## src/rtl/lcd_pkg.sv

```systemverilog
// Shared constants, state encodings and character helpers for the LCD time writer.
package lcd_pkg;

    localparam int CNT_W = 24;

    localparam logic [7:0] CMD_FUNC_SET   = 8'h38;
    localparam logic [7:0] CMD_DISP_ON    = 8'h0C;
    localparam logic [7:0] CMD_ENTRY_MODE = 8'h06;
    localparam logic [7:0] CMD_CLEAR      = 8'h01;
    localparam logic [7:0] CMD_HOME_ADDR  = 8'h80;

    localparam logic [7:0] ASCII_ZERO  = 8'h30;
    localparam logic [7:0] ASCII_COLON = 8'h3A;
    localparam logic [7:0] ASCII_QMARK = 8'h3F;

    typedef enum logic [1:0] {
        ST_PWR_WAIT,
        ST_INIT,
        ST_FRAME,
        ST_IDLE
    } top_state_t;

    typedef enum logic [1:0] {
        BW_IDLE,
        BW_SETUP,
        BW_STROBE,
        BW_SETTLE
    } bw_state_t;

    function automatic logic [7:0] digit_char(input logic [3:0] d);
        if (d <= 4'd9) return ASCII_ZERO + {4'd0, d};
        return ASCII_QMARK;
    endfunction

    function automatic logic [7:0] init_cmd(input logic [2:0] idx);
        case (idx)
            3'd1:    return CMD_DISP_ON;
            3'd2:    return CMD_ENTRY_MODE;
            3'd3:    return CMD_CLEAR;
            default: return CMD_FUNC_SET;
        endcase
    endfunction

    // Frame layout on the display: address, mil, cen, ':', dec, uni.
    function automatic logic [7:0] frame_char(input logic [2:0] idx, input logic [15:0] snap);
        case (idx)
            3'd1:    return digit_char(snap[15:12]);
            3'd2:    return digit_char(snap[11:8]);
            3'd3:    return ASCII_COLON;
            3'd4:    return digit_char(snap[7:4]);
            3'd5:    return digit_char(snap[3:0]);
            default: return CMD_HOME_ADDR;
        endcase
    endfunction

endpackage

```

## src/rtl/lcd_byte_writer.sv

```systemverilog
// Writes one HD44780 byte: setup, enable strobe, then settle (longer after a clear).
module lcd_byte_writer
    import lcd_pkg::*;
#(
    parameter int SU_CYC  = 2,
    parameter int E_CYC   = 12,
    parameter int CMD_CYC = 2000,
    parameter int CLR_CYC = 82000
) (
    input  logic       i_clk,
    input  logic       i_rst,
    input  logic       i_start,
    input  logic [7:0] i_data,
    input  logic       i_rs,
    output logic       o_done,
    output logic [7:0] o_lcd_data,
    output logic       o_lcd_rs,
    output logic       o_lcd_e
);

    bw_state_t        r_state;
    bw_state_t        w_state_next;
    logic [CNT_W-1:0] r_cnt;
    logic [CNT_W-1:0] w_cnt_next;
    logic [CNT_W-1:0] w_phase_last;
    logic [7:0]       r_data;
    logic             r_rs;
    logic             r_is_clear;
    logic             w_phase_end;
    logic             w_accept;

    always_comb begin
        w_phase_last = '0;
        case (r_state)
            BW_SETUP:  w_phase_last = CNT_W'(SU_CYC - 1);
            BW_STROBE: w_phase_last = CNT_W'(E_CYC - 1);
            BW_SETTLE: w_phase_last = r_is_clear ? CNT_W'(CLR_CYC - 1) : CNT_W'(CMD_CYC - 1);
            default:   w_phase_last = '0;
        endcase
    end

    assign w_phase_end = (r_cnt == w_phase_last);
    assign o_done      = (r_state == BW_SETTLE) && w_phase_end;
    // Handshake: i_start is taken while idle or in the final settle cycle (o_done high),
    // so the caller can chain bytes with no dead cycle; i_data/i_rs are sampled only then.
    assign w_accept    = i_start && ((r_state == BW_IDLE) || o_done);

    always_comb begin
        w_state_next = r_state;
        w_cnt_next   = r_cnt + 1'b1;
        case (r_state)
            BW_IDLE: w_cnt_next = '0;
            BW_SETUP: if (w_phase_end) begin
                w_state_next = BW_STROBE;
                w_cnt_next   = '0;
            end
            BW_STROBE: if (w_phase_end) begin
                w_state_next = BW_SETTLE;
                w_cnt_next   = '0;
            end
            BW_SETTLE: if (w_phase_end) begin
                w_state_next = BW_IDLE;
                w_cnt_next   = '0;
            end
            default: begin
                w_state_next = BW_IDLE;
                w_cnt_next   = '0;
            end
        endcase
        if (w_accept) begin
            w_state_next = BW_SETUP;
            w_cnt_next   = '0;
        end
    end

    always_ff @(posedge i_clk or posedge i_rst) begin
        if (i_rst) begin
            r_state    <= BW_IDLE;
            r_cnt      <= '0;
            r_data     <= '0;
            r_rs       <= 1'b0;
            r_is_clear <= 1'b0;
        end else begin
            r_state <= w_state_next;
            r_cnt   <= w_cnt_next;
            if (w_accept) begin
                r_data     <= i_data;
                r_rs       <= i_rs;
                r_is_clear <= !i_rs && (i_data == CMD_CLEAR);
            end
        end
    end

    assign o_lcd_data = r_data;
    assign o_lcd_rs   = r_rs;
    assign o_lcd_e    = (r_state == BW_STROBE);

endmodule

```

## src/rtl/lcd_time_writer.sv

```systemverilog
// Powers up an HD44780, initialises it, and rewrites "MC:DU" whenever the BCD time changes.
module lcd_time_writer
    import lcd_pkg::*;
#(
    parameter int PWR_CYC = 750000,
    parameter int SU_CYC  = 2,
    parameter int E_CYC   = 12,
    parameter int CMD_CYC = 2000,
    parameter int CLR_CYC = 82000
) (
    input  logic       clk,
    input  logic       reset,
    input  logic [3:0] mil,
    input  logic [3:0] cen,
    input  logic [3:0] dec,
    input  logic [3:0] uni,
    output logic [7:0] lcd_data,
    output logic       lcd_rs,
    output logic       lcd_rw,
    output logic       lcd_e,
    output logic       busy,
    output logic       frame_done
);

    top_state_t       r_state;
    top_state_t       w_state_next;
    logic [CNT_W-1:0] r_pwr_cnt;
    logic [2:0]       r_idx;
    logic [2:0]       w_idx_next;
    logic [15:0]      r_snap;
    logic [15:0]      w_live;
    logic             w_snap_load;
    logic             w_start;
    logic [7:0]       w_byte;
    logic             w_rs;
    logic             w_done;
    logic             w_frame_done;

    assign w_live = {mil, cen, dec, uni};

    lcd_byte_writer #(
        .SU_CYC (SU_CYC),
        .E_CYC  (E_CYC),
        .CMD_CYC(CMD_CYC),
        .CLR_CYC(CLR_CYC)
    ) u_writer (
        .i_clk     (clk),
        .i_rst     (reset),
        .i_start   (w_start),
        .i_data    (w_byte),
        .i_rs      (w_rs),
        .o_done    (w_done),
        .o_lcd_data(lcd_data),
        .o_lcd_rs  (lcd_rs),
        .o_lcd_e   (lcd_e)
    );

    // Each next byte is launched in the cycle before it must appear, so bytes run back to back.
    always_comb begin
        w_state_next = r_state;
        w_idx_next   = r_idx;
        w_start      = 1'b0;
        w_byte       = 8'h00;
        w_rs         = 1'b0;
        w_frame_done = 1'b0;
        case (r_state)
            ST_PWR_WAIT: if (r_pwr_cnt == CNT_W'(PWR_CYC - 1)) begin
                w_start      = 1'b1;
                w_byte       = init_cmd(3'd0);
                w_state_next = ST_INIT;
                w_idx_next   = 3'd0;
            end
            ST_INIT: if (w_done) begin
                w_start = 1'b1;
                if (r_idx == 3'd3) begin
                    w_byte       = CMD_HOME_ADDR;
                    w_state_next = ST_FRAME;
                    w_idx_next   = 3'd0;
                end else begin
                    w_byte     = init_cmd(r_idx + 3'd1);
                    w_idx_next = r_idx + 3'd1;
                end
            end
            ST_FRAME: if (w_done) begin
                if (r_idx == 3'd5) begin
                    w_frame_done = 1'b1;
                    w_state_next = ST_IDLE;
                end else begin
                    w_start    = 1'b1;
                    w_byte     = frame_char(r_idx + 3'd1, r_snap);
                    w_rs       = 1'b1;
                    w_idx_next = r_idx + 3'd1;
                end
            end
            ST_IDLE: if (w_live != r_snap) begin
                w_start      = 1'b1;
                w_byte       = CMD_HOME_ADDR;
                w_state_next = ST_FRAME;
                w_idx_next   = 3'd0;
            end
            default: w_state_next = ST_PWR_WAIT;
        endcase
    end

    assign w_snap_load = (w_state_next == ST_FRAME) && (r_state != ST_FRAME);

    always_ff @(posedge clk or posedge reset) begin
        if (reset) begin
            r_state   <= ST_PWR_WAIT;
            r_pwr_cnt <= '0;
            r_idx     <= '0;
            r_snap    <= '0;
        end else begin
            r_state <= w_state_next;
            r_idx   <= w_idx_next;
            if (r_state == ST_PWR_WAIT) r_pwr_cnt <= r_pwr_cnt + 1'b1;
            else                        r_pwr_cnt <= '0;
            if (w_snap_load) r_snap <= w_live;
        end
    end

    assign busy       = (r_state != ST_IDLE);
    assign frame_done = w_frame_done;
    assign lcd_rw     = 1'b0;

endmodule

```

## config.mk

```make
export PLATFORM = sky130hd
export DESIGN_NAME = lcd_time_writer
export DESIGN_NICKNAME = d
export VERILOG_FILES = /design/src/rtl/lcd_pkg.sv /design/src/rtl/lcd_byte_writer.sv /design/src/rtl/lcd_time_writer.sv
export SDC_FILE = /design/constraint.sdc
export NUM_CORES = 1
export LEC_CHECK = 0
export CORE_MARGIN = 2
export CORE_UTILIZATION = 30
export CTS_CLUSTER_DIAMETER = 100
export CTS_CLUSTER_SIZE = 10
export DETAILED_ROUTE_END_ITERATION = 7
export GPL_TIMING_DRIVEN = 0
export PLACE_DENSITY_LB_ADDON = 0.15
export SLEW_MARGIN = 40
export SYNTH_ARGS = -nofsm -noshare
export SYNTH_HDL_FRONTEND = slang
export SYNTH_HIERARCHICAL = 1
export SYNTH_SLANG_ARGS = --single-unit
```

## constraint.sdc

```tcl
create_clock -name clk -period 7.65 [get_ports clk]
set_clock_uncertainty 0.1 [all_clocks]
set_input_delay 1.53 -clock clk [delete_from_list [all_inputs] [get_ports clk]]
set_output_delay 1.53 -clock clk [all_outputs]
set_load 0.03 [all_outputs]
```

# Yosys cells after proc, flatten, opt, wreduce, memory -nomap -nowiden
# Index checks and enable logic that the tools add are counted.
# classes
n_addsub	7
magnitude_cmp	4
n_eq_ne	28
n_mux	72
reduce_logical	12
# op_table
op	n
two-way mux 8 bit	13
two-way mux 24 bit	3
case mux 24 bit (3 select lines)	1
adder 24 x 1 -> 24 bit, second input constant	2
case mux 24 bit (2 select lines)	1
case mux 8 bit (5 select lines)	1
case mux 8 bit (4 select lines)	1
two-way mux 1 bit	29
adder 6 x 4 -> 7 bit, first input constant	4
equality test 24 x 20 -> 1 bit, second input constant	1
equality test 24 bit	1
two-way mux 2 bit	10
two-way mux 3 bit	6
case mux 6 bit (3 select lines)	1
two-way mux 17 bit	1
less-or-equal comparator 4 bit, second input constant	4
!= test 16 bit	1
case mux 3 bit (4 select lines)	1
equality test 2 bit, second input constant	5
!= test 2 bit, second input constant	5
equality test 3 x 2 -> 1 bit, second input constant	3
equality test 3 bit, second input constant	3
!= test 3 x 1 -> 1 bit, second input constant	3
equality test 8 x 1 -> 1 bit, second input constant	1
other kinds (16)	22
# totals
register_bits	81
in_bits	18
out_inout_bits	13
wordCells	132

# Logic depth before layout (Yosys ltp)
# Gate-level depths: netlist (run 1).
# logic_depth
ltp_word	13
ltp_mapped	15
mapped_depth_nobuf	14

# By module
# The synthesis (run 1) kept the hierarchy.
# modules_own_cells
mod	instances	cells_per_inst	area_per_inst_um2	seq_area_each_um2
lcd_time_writer	1	292	2947.8	1126.1
lcd_byte_writer	1	247	2113.3	900.9

# Least setup slack after synthesis (run 1)
# Ideal clock, no wire load.
# synth_timing
kind	flip-flop to output port
start	reg u_writer.r_state[0]
end	out frame_done
t_arrival_ns	2.161
required_ns	6.020
slack_ns	3.859
stages_incl_launch_ff	8
path_buffers	1
cell_sequence	dfrtp_1 -> buf_2 -> a2111oi_0 -> a41oi_1 -> o21a_1 -> nor3_1 -> nand2_1 -> nor2_1
# synth_between
elab_chain_cells	6
elab_cells_between_ends	8
classes_between	4 x eq/ne; 3 x mux; 1 x reduce/logical
# synth_rtl
element	line	source
from (decl)	lcd_byte_writer.sv:21	bw_state_t r_state;
from (signal assigned)	lcd_byte_writer.sv:84	r_state <= w_state_next;
equality test 2 bit, or another cell as far along	lcd_byte_writer.sv:34, lcd_byte_writer.sv:43	
case mux 24 bit (3 select lines)	lcd_byte_writer.sv:34	case (r_state)
equality test 24 bit	lcd_byte_writer.sv:42	assign w_phase_end = (r_cnt == w_phase_last);
logical AND 1 bit (*)	lcd_byte_writer.sv:43	assign o_done = (r_state == BW_SETTLE) && w_phase_end;
named net w_done	lcd_time_writer.sv:36	logic w_done;
two-way mux 1 bit (*)	lcd_time_writer.sv:84	ST_FRAME: if (w_done) begin
two-way mux 1 bit (*)	lcd_time_writer.sv:66	case (r_state)
to (decl)	lcd_time_writer.sv:22	output logic frame_done
# The timed path passes the listed nets; every way through them passes the cells marked *.

# Worst setup path in the final report (run 1)
# layout_timing
start	reg u_writer.r_cnt[4]
end	out frame_done
# layout_between
elab_chain_cells	4
# layout_rtl
element	line	source
from (decl)	lcd_byte_writer.sv:23	logic [CNT_W-1:0] r_cnt;
from (signal assigned)	lcd_byte_writer.sv:85	r_cnt <= w_cnt_next;
equality test 24 bit	lcd_byte_writer.sv:42	
logical AND 1 bit	lcd_byte_writer.sv:43	
named net w_done	lcd_time_writer.sv:36	
two-way mux 1 bit	lcd_time_writer.sv:84	
two-way mux 1 bit	lcd_time_writer.sv:66	
# The timed path passes the listed nets, and every way through them passes these cells.

==> impl_metrics.toml, run 1 <==
[yosys]
synth_common_cells = "dfrtp_1, nor2_1, xnor2_1"
synth_largest_area_cell = "dfrtp_1"
ys_ff_latch = 81
ys_seq_area_share_pct = 40.0
synth_area_um2 = 5060
netlist_instances = 539
synth-edff-count = 0
ys_warn_count = 6
yosys_most_used_dff = "dfrtp_1"
ys_top_cells_by_area = "dfrtp_1, xnor2_1, nor2_1"
synth_top_area_share_pct = 40.0
synth_cell_types = 68
synthArstFlopShare_pct = 100
yosysMostFrequentCell = "dfrtp_1"
syn_area_per_cell_um2 = 9.39

[timing]
timing.slew.headroom_pct = 49.5
slew_violations = 0
fin_tns_setup_ns = 0
fmax_ghz = 0.198
fin_hold_ws_ns = 0.415
tightest_slew_ns = 0.753
setup_violations = 0
period_needed_ns = 5.06
grt_setup_unrepaired = "no"
fin_crit_sh_pct = 66.1
hold_viol = 0

[global_route]
grt_pass1_vias = 3894
track_usage_pct = 14.3
overflow = 0
grt_max_degree = 38
grt_antenna_before_repair = 0
grt_pass1_wl_um = 20500

[cts]
htreeDepth = 3
clock_sinks = 81
post_cts_buffers = 0
cts_buffer_depth = 2
cts_buffers = 9
hold_buffers = 0
root_buffer = "clkbuf_16"
cts_resized = 0
clock_latency_ns = 0.35
cts_tree = "yes"
path_clk_slew_ns = 0.06

[detailed_routing]
wl_um = 11900
routedWlPerCell_um = 14.8
postRouteAntennaNets = 0
vias_per_cell = 5.05
vias = 4089
drt-pass1-iter-count = 5
drc = 0
drt-initial-drc-count = 334

[power]
pwr-share-clk_pct = 51.2
seqPwrFrac_pct = 44.5
ir_worst_vdd_uv = 95.8
p_leak_nw = 2.47
p_per_area_nw_per_um2 = 164
combPwrFrac_pct = 4.3
swShare_pct = 20.7
intPower_mw = 0.784
power_mw = 0.988
netSwitchingPower_mw = 0.204

[placed_design]
io_buffers = 29
dpl.cell_count = 793
dp_hpwl_um = 8720
gp_congestion = 0.773

[die]
rows = 47
die_x_um = 134
io_pins = 31
die-area_um2 = 17900
fp.dieH_um = 134
initial_core_util_pct = 30.6
core-area_um2 = 16500

[setup_path]
crit_path_end_kind = "output pin"
cp_max_fo = 7
critPathLaunchType = "flip-flop"
cp.arrival_ns = 3.43
cp.required_ns = 6.02
crit_type = "reg2out"

[cells_and_area]
syn2layout_area_growth_pct = 19.2
multi_input_area_um2 = 2820
nNetsFinal = 616
diodes = 0
layoutNonFillerInstCount = 809
layout-drive-gt1-share_pct = 10.4
regArea_um2 = 2030
nFillCells = 1646
fin_util_pct = 36.5

[min_path]
worstHoldPathType = "reg2reg"

[outcome]
status = "complete, no violations"

[job]
maxCapViolCount = 0
## worst max-delay path, cell delays in order, from the launching register on
cell	delay [ns]
dfrtp_1	0.36
clkbuf_2	0.16
nor3_1	0.25
nand4_1	0.19
or3_1	0.45
nor3_1	0.58
nand2_1	0.14
nor2_1	0.23
clkdlybuf4s50_1	0.71
## logic make-up (layout without fill, tap and decap cells)
kind of cell | Yosys count | count (layout) | synth area share, %
and+or+nand+nor | 226 | 226 | 23.9
DFF | 81 | 81 | 40.0
adders and majority gates | 14 | 14 | 3.46
buffers and inverters | 45 | 92 | 4.43
other | 1 | 4 | 0.0741
muxes | 20 | 20 | 5.12
xor gates and xnor gates | 58 | 58 | 10.0
AOI/OAI and AO/OA | 94 | 94 | 12.9
## stage by stage
step	cell area, um2	setup slack (ns)
6_report	6030	2.59
5_1_grt	6030	2.23
4_1_cts	6030	2.57
3_5_place_dp	5690	2.98
3_3_place_gp	5640	2.98
2_1_floorplan	5070	3.86
## registers in the layout (all words and copies together), names as in the netlist
signal / cells
u_writer/r_is_clear: 1
u_writer/o_lcd_data: 8
u_writer/o_lcd_rs: 1
r_state: 2
u_writer/r_state: 2
r_idx: 3
r_pwr_cnt: 24
r_snap: 16
u_writer/r_cnt: 24
## final timing paths
| path | from | end | slack, ns | cells after the start |
|---|---|---|---|---|
| setup / recovery | u_writer/r_cnt[4]$_DFF_PP0_ | frame_done | 2.59 | 8 |
| hold / removal | r_pwr_cnt[0]$_DFF_PP0_ | r_pwr_cnt[0]$_DFF_PP0_ | 0.42 | 1 |
| setup reg to reg | u_writer/r_cnt[4]$_DFF_PP0_ | u_writer/r_is_clear$_DFFE_PP0N_ | 3.35 | 14 |
| hold reg to reg | r_pwr_cnt[0]$_DFF_PP0_ | r_pwr_cnt[0]$_DFF_PP0_ | 0.42 | 1 |
| max in group asynchronous | reset | u_writer/r_cnt[14]$_DFF_PP0_ | 5.53 | 3 |
| min in group asynchronous | reset | r_pwr_cnt[8]$_DFF_PP0_ | 1.37 | 2 |
## cell type report
type	instances	share of cell area, %
Tap cell	220	4.56
Clock buffer	11	4.02
Inverter	18	1.16
Multi-Input combinational cell	416	46.8
Sequential cell	81	33.6
Buffer	27	2.59
Timing Repair Buffer	31	5.60
Clock inverter	5	1.70
## layer usage
metal / vias to the layer above / GRT usage (%) / part of all wire (%)
li1: 2008 / - / -
met1: 1980 / 20.9 / 51
met2: 87 / 20.8 / 44
met3: 14 / 2.83 / 3.6
met4: 0 / 5.08 / 1.4
met5: - / 0 / 0
## power by group through the flow
stage	sequential [mW]	clock (mW)	combinational [mW]
CTS	0.439	0.521	0.0445
detailed placement	0.447	0	0.0443
global route	0.440	0.538	0.0481
floorplan	0.445	0	0.0247
global placement	0.447	0	0.0405
finish	0.439	0.506	0.0430
## placed cells by master (no fill, tap or decap), types with 10 or more instances in the layout
cell             count
a21oi_1             25
a22oi_1             12
and2_1              21
clkbuf_1            14
clkdlybuf4s50_1     29
dfrtp_1             81
ha_1                14
inv_1               16
mux2_4              10
nand2_1             38
nand3_1             22
nand4_1             28
nor2_1              55
nor3_1              11
o211ai_1            12
o21ai_0             10
xnor2_1             50
(Power assumes the default switching activity.)
==> run 2, diff against run 1 <==
==> constraint.sdc (replaced) <==
create_clock -name clk -period 4.75 [get_ports clk]
set_clock_uncertainty 0.1 [all_clocks]
set_input_delay 0.95 -clock clk [delete_from_list [all_inputs] [get_ports clk]]
set_output_delay 0.95 -clock clk [all_outputs]
set_load 0.03 [all_outputs]
==> run 2 against run 1 <==
  * Clock power up 61%
  * Critical endpoint unchanged
  * First-iteration DRC count shrank 12%
  * Final cell count unchanged
  * Die area unchanged
  * Worst setup slack got worse by 2.1 ns
  * Combinational power rose by 61%
  * Hold slack about the same
  * Power up 61%
  * Flip-flop and latch count is the same
  * Critical path depth unchanged
  * Register-to-register slack lost 2.7 ns
==> impl_metrics.toml, run 2 (synthesis gave the netlist of run 1 again) <==
[setup_path]
crit_buf_inv = 2
crit_slowest_cell = "clkdlybuf4s50_1"
cp.arrival_ns = 3.20
cpPeakStageDelay_ns = 0.71
crit_type = "reg2out"
critPathLaunchType = "flip-flop"
path_cells = "clkbuf_2 -> nor3_1 -> nand4_1 -> or3_1 -> nor3_2 -> nand2_1 -> nor2_1 -> clkdlybuf4s50_1"
critical_path.top_delay_family = "simple AND/OR/NAND/NOR gates"
cp_max_fo = 7
crit_path_end_kind = "output pin"
cp.required_ns = 3.70

[detailed_routing]
vias_per_cell = 5.03
routedWlPerCell_um = 14.8
drc = 0
drt-initial-drc-count = 294
drt-pass1-iter-count = 7
postRouteAntennaNets = 0
vias = 4070
wl_um = 11900

[timing]
fmax_ghz = 0.235
hold_viol = 0
fin_crit_sh_pct = 89.5
fin_ws_ns = 0.497
fin_tns_setup_ns = 0
grt_setup_unrepaired = "no"
period_needed_ns = 4.25
tightest_slew_ns = 0.760
slew_violations = 0
timing.slew.headroom_pct = 49.0
setup_violations = 0

[cells_and_area]
nNetsFinal = 616
final_common_cell = "dfrtp_1"
largestRegisters = "r_pwr_cnt x24, u_writer/r_cnt x24, r_snap x16"
layoutNonFillerInstCount = 809
final_cell_mix = "dfrtp_1, nor2_1, xnor2_1, nand2_1, clkdlybuf4s50_1"
diodes = 0
syn2layout_area_growth_pct = 19.3
nFillCells = 1645
finish.instance_area_um2 = 6040
layout-drive-gt1-share_pct = 10.5

[power]
p_per_area_nw_per_um2 = 264
p_leak_nw = 2.47
ir_worst_vdd_uv = 154

[placed_design]
dp_hpwl_um = 8720
place_ws_ns = 0.533
gp_congestion = 0.773
io_buffers = 29
dpl.cell_count = 793
placement.cell_area_um2 = 5690

[outcome]
status = "complete, no violations"

[min_path]
worstHoldPathType = "reg2reg"

[cts]
cts_buffer_depth = 2
htreeDepth = 3
post_cts_buffers = 0
cts_tree = "yes"
root_buffer = "clkbuf_16"
hold_buffers = 0
clock_latency_ns = 0.35
cts_buffers = 9
cts_resized = 0
path_clk_slew_ns = 0.06
clock_sinks = 81

[global_route]
grt_max_degree = 38
track_usage_pct = 14.3
overflow = 0
grt_antenna_before_repair = 0
grt_pass1_vias = 3894
grt_pass1_wl_um = 20500

[die]
die_x_um = 134
rows = 47
fp.dieH_um = 134
io_pins = 31
core-area_um2 = 16500
die-area_um2 = 17900
initial_core_util_pct = 30.6

[job]
maxCapViolCount = 0
[run 2: changes by cell type in the layout (fill, tap and decap cells not counted)]
cell    previous run  this run
nor3_2             1         2
nor3_1            11        10
[run 2: worst reg2reg max path: stages, from the launching register on]
cell and delay (ns):
dfrtp_1 0.36, clkbuf_2 0.16, nor3_1 0.26, nand4_1 0.19, or3_1 0.46, nor3_2 0.38, nand2_1 0.13, a21oi_1 0.41
nor4bb_1 0.11, a21oi_1 0.28, and3_1 0.19, buf_1 0.37, nand4_1 0.17, or3_1 0.35, o211ai_1 0.09
[run 2: final timing paths]
check,startpoint,end,slack (ns),depth (start not counted)
hold reg to reg,r_pwr_cnt[0]$_DFF_PP0_,r_pwr_cnt[0]$_DFF_PP0_,0.42,1
setup reg to reg,u_writer/r_cnt[4]$_DFF_PP0_,u_writer/r_is_clear$_DFFE_PP0N_,0.68,14
setup / recovery,u_writer/r_cnt[4]$_DFF_PP0_,frame_done,0.50,8
max in group asynchronous,reset,u_writer/r_cnt[14]$_DFF_PP0_,3.22,3
min in group asynchronous,reset,r_pwr_cnt[8]$_DFF_PP0_,0.79,2
hold / removal,r_pwr_cnt[0]$_DFF_PP0_,r_pwr_cnt[0]$_DFF_PP0_,0.42,1
[run 2: per-layer routing]
metal	track usage [%]	up-vias	routed length, um
li1	-	2009	-
met1	20.9	1967	6130
met2	20.8	80	5230
met3	2.83	14	412
met4	5.08	0	171
met5	0	-	0
[run 2: cell type report]
| class | instances | area [um2] | area share (%) |
|---|---|---|---|
| Multi-Input combinational cell | 416 | 2830 | 46.8 |
| Sequential cell | 81 | 2030 | 33.6 |
| Timing Repair Buffer | 31 | 338 | 5.59 |
| Tap cell | 220 | 275 | 4.56 |
| Clock buffer | 11 | 243 | 4.02 |
| Buffer | 27 | 156 | 2.59 |
| Clock inverter | 5 | 103 | 1.70 |
| Inverter | 18 | 70.1 | 1.16 |
[run 2: per-stage QoR]
stage / utilization, % / power, mW / hold WS [ns]
2_1_floorplan: - / 0.757 / 0.371
3_3_place_gp: 34.1 / 0.785 / 0.406
3_5_place_dp: 34.4 / 0.792 / 0.409
4_1_cts: 36.5 / 1.62 / 0.420
5_1_grt: 36.5 / 1.65 / 0.466
6_report: 36.5 / 1.59 / 0.415
[run 2: where the power goes]
group | internal, mW | total [mW] | switching, mW | leakage, nW
combinational | 0.0384 | 0.0692 | 0.0308 | 1.30
clock | 0.527 | 0.816 | 0.288 | 0.166
sequential | 0.697 | 0.708 | 0.0108 | 1.00
total | 1.26 | 1.59 | 0.330 | 2.47
==> run 3, diff against run 2 <==
--- a/config.mk
+++ b/config.mk
@@ -5,7 +5,7 @@
 export SDC_FILE = /design/constraint.sdc
 export NUM_CORES = 1
 export LEC_CHECK = 0
-export CORE_MARGIN = 2
+export CORE_MARGIN = 10
 export CORE_UTILIZATION = 30
 export CTS_CLUSTER_DIAMETER = 100
 export CTS_CLUSTER_SIZE = 10
==> run 3 against run 2 <==
  * Via count down 0.88%
  * Wire length up 5.4%
  * Power down 9.0%
  * Global-route usage down 2.6 points
  * Highest routed layer unchanged
  * Register-to-register slack worse by 0.06 ns
  * Clock power down 18%
  * Hold slack about the same
  * Clock-buffer cell count down 2
  * Sequential share of layout area up 0.41 points
  * Worst setup slack worse by 0.063 ns
  * First-iteration DRC count down 40%
  * Largest power group is now sequential cells
  * Flip-flop and latch count unchanged
==> impl_metrics.toml, run 3 (synthesis gave the netlist of run 1 again) <==
[power]
seqPwrFrac_pct = 48.8
ir_worst_vdd_uv = 160
pwr-share-clk_pct = 46.3
intPower_mw = 1.13
p_per_area_nw_per_um2 = 243
swShare_pct = 21.9
netSwitchingPower_mw = 0.317
combPwrFrac_pct = 4.9
p_leak_nw = 2.43

[cells_and_area]
largestRegisters = "r_pwr_cnt x24, u_writer/r_cnt x24, r_snap x16"
finish.instance_area_um2 = 5970
final_common_cell = "dfrtp_1"
final_cell_mix = "dfrtp_1, nor2_1, xnor2_1, nand2_1, clkdlybuf4s50_1"
diodes = 0
layout-drive-gt1-share_pct = 10.2
syn2layout_area_growth_pct = 17.9
nNetsFinal = 616

[timing]
setup_violations = 0
tightest_slew_ns = 0.819
timing.slew.headroom_pct = 45.0
hold_viol = 0
fmax_ghz = 0.232
slew_violations = 0
grt_setup_unrepaired = "no"
fin_crit_sh_pct = 90.8
period_needed_ns = 4.32
fin_tns_setup_ns = 0

[setup_path]
crit_type = "reg2out"
crit_end = "frame_done"
path_cells = "buf_2 -> a2111oi_0 -> a41oi_1 -> o21a_1 -> nor3_2 -> nand2_1 -> nor2_1 -> clkdlybuf4s50_1"
crit_cells = 8
crit_path_end_kind = "output pin"
worst-r2r-cell-count = 14
rrSetupSlack_ns = 0.62
cp_max_fo = 10
crit_slowest_cell = "clkdlybuf4s50_1"
rr_startpoint = "u_writer/r_state[0]$_DFFE_PP0P_"
critPathLaunchType = "flip-flop"
timing.rr.end = "u_writer/r_is_clear$_DFFE_PP0N_"
crit_buf_inv = 2
cp.required_ns = 3.70
cp.arrival_ns = 3.27
critical_path.top_delay_family = "buffers and inverters"
cpPeakStageDelay_ns = 0.75
cp-startpoint = "u_writer/r_state[0]$_DFFE_PP0P_"

[cts]
clock_latency_ns = 0.34
cts_buffers = 9
hold_buffers = 0
clock_sinks = 81
cts_tree = "yes"
htreeDepth = 3
path_clk_slew_ns = 0.06
root_buffer = "clkbuf_16"
cts_buffer_depth = 2
cts_resized = 0
post_cts_buffers = 0

[die]
fp.dieH_um = 150
core-area_um2 = 16600
die-area_um2 = 22500
io_pins = 31
die_x_um = 150
rows = 47
initial_core_util_pct = 30.5

[global_route]
overflow = 0
grt_pass1_vias = 4027
grt_antenna_before_repair = 0
grt_pass1_wl_um = 21000
track_usage_pct = 11.6
grt_max_degree = 35

[detailed_routing]
routedWlPerCell_um = 15.6
drt-pass1-iter-count = 4
drt-initial-drc-count = 177
postRouteAntennaNets = 0
wl_um = 12600
vias_per_cell = 5.00
drc = 0
vias = 4034

[placed_design]
dp_hpwl_um = 9320
placement.cell_area_um2 = 5690
gp_congestion = 0.864
io_buffers = 29

[job]
maxCapViolCount = 0

[min_path]
worstHoldPathType = "reg2reg"

[outcome]
status = "complete, no violations"
run 3: worst min-delay path by stage:
stage                                   to              startpoint  slack, ns  cells after the start
finish              r_pwr_cnt[0]$_DFF_PP0_  r_pwr_cnt[0]$_DFF_PP0_       0.41                      1
global route        r_pwr_cnt[0]$_DFF_PP0_  r_pwr_cnt[0]$_DFF_PP0_       0.44                      1
CTS                 r_pwr_cnt[0]$_DFF_PP0_  r_pwr_cnt[0]$_DFF_PP0_       0.41                      1
detailed placement  r_pwr_cnt[0]$_DFF_PP0_  r_pwr_cnt[0]$_DFF_PP0_       0.41                      1
global placement    r_pwr_cnt[0]$_DFF_PP0_  r_pwr_cnt[0]$_DFF_PP0_       0.40                      1
floorplan           r_pwr_cnt[0]$_DFF_PP0_  r_pwr_cnt[0]$_DFF_PP0_       0.37                      1
run 3: per-stage QoR:
stage	power (mW)	util [%]	instances	setup slack [ns]	hold slack, ns
3_5_place_dp	0.792	34.3	793	0.448	0.406
6_report	1.45	36.0	806	0.435	0.415
2_1_floorplan	0.757	-	542	1.33	0.371
4_1_cts	1.48	35.9	806	0.123	0.414
3_3_place_gp	0.786	34.0	791	0.530	0.400
5_1_grt	1.50	36.0	806	0.160	0.438
run 3: cell type report:
class / count / area [um2]
inverters: 18 / 70.1
repair buffers: 31 / 338
clock inverters: 4 / 47.5
fillers: 1706 / 10600
plain buffers: 27 / 156
multi-input cells: 416 / 2830
well taps: 220 / 275
clock buffers: 9 / 225
flip-flops and latches: 81 / 2030
run 3: power groups by stage:
stage	Combinational (mW)	Clock, mW	Sequential, mW
floorplan	0.0398	0	0.717
global placement	0.0663	0	0.720
detailed placement	0.0724	0	0.720
CTS	0.0727	0.700	0.707
global route	0.0784	0.717	0.709
finish	0.0706	0.671	0.708
run 3: per-layer routing:
metal | global-route usage, % | share of wire, %
met1 | 15.5 | 51
met2 | 17.8 | 45
met3 | 2.90 | 3.4
met4 | 3.98 | 1.4
met5 | 0 | 0
run 3: worst register-to-register path, delay by kind of cell (launching register included):
family                 cells  cell delay (ns)
DFF                        1             0.41
and+or+nand+nor            6             1.37
AOI/OAI and AO/OA          6             1.57
buffers and inverters      2             0.60
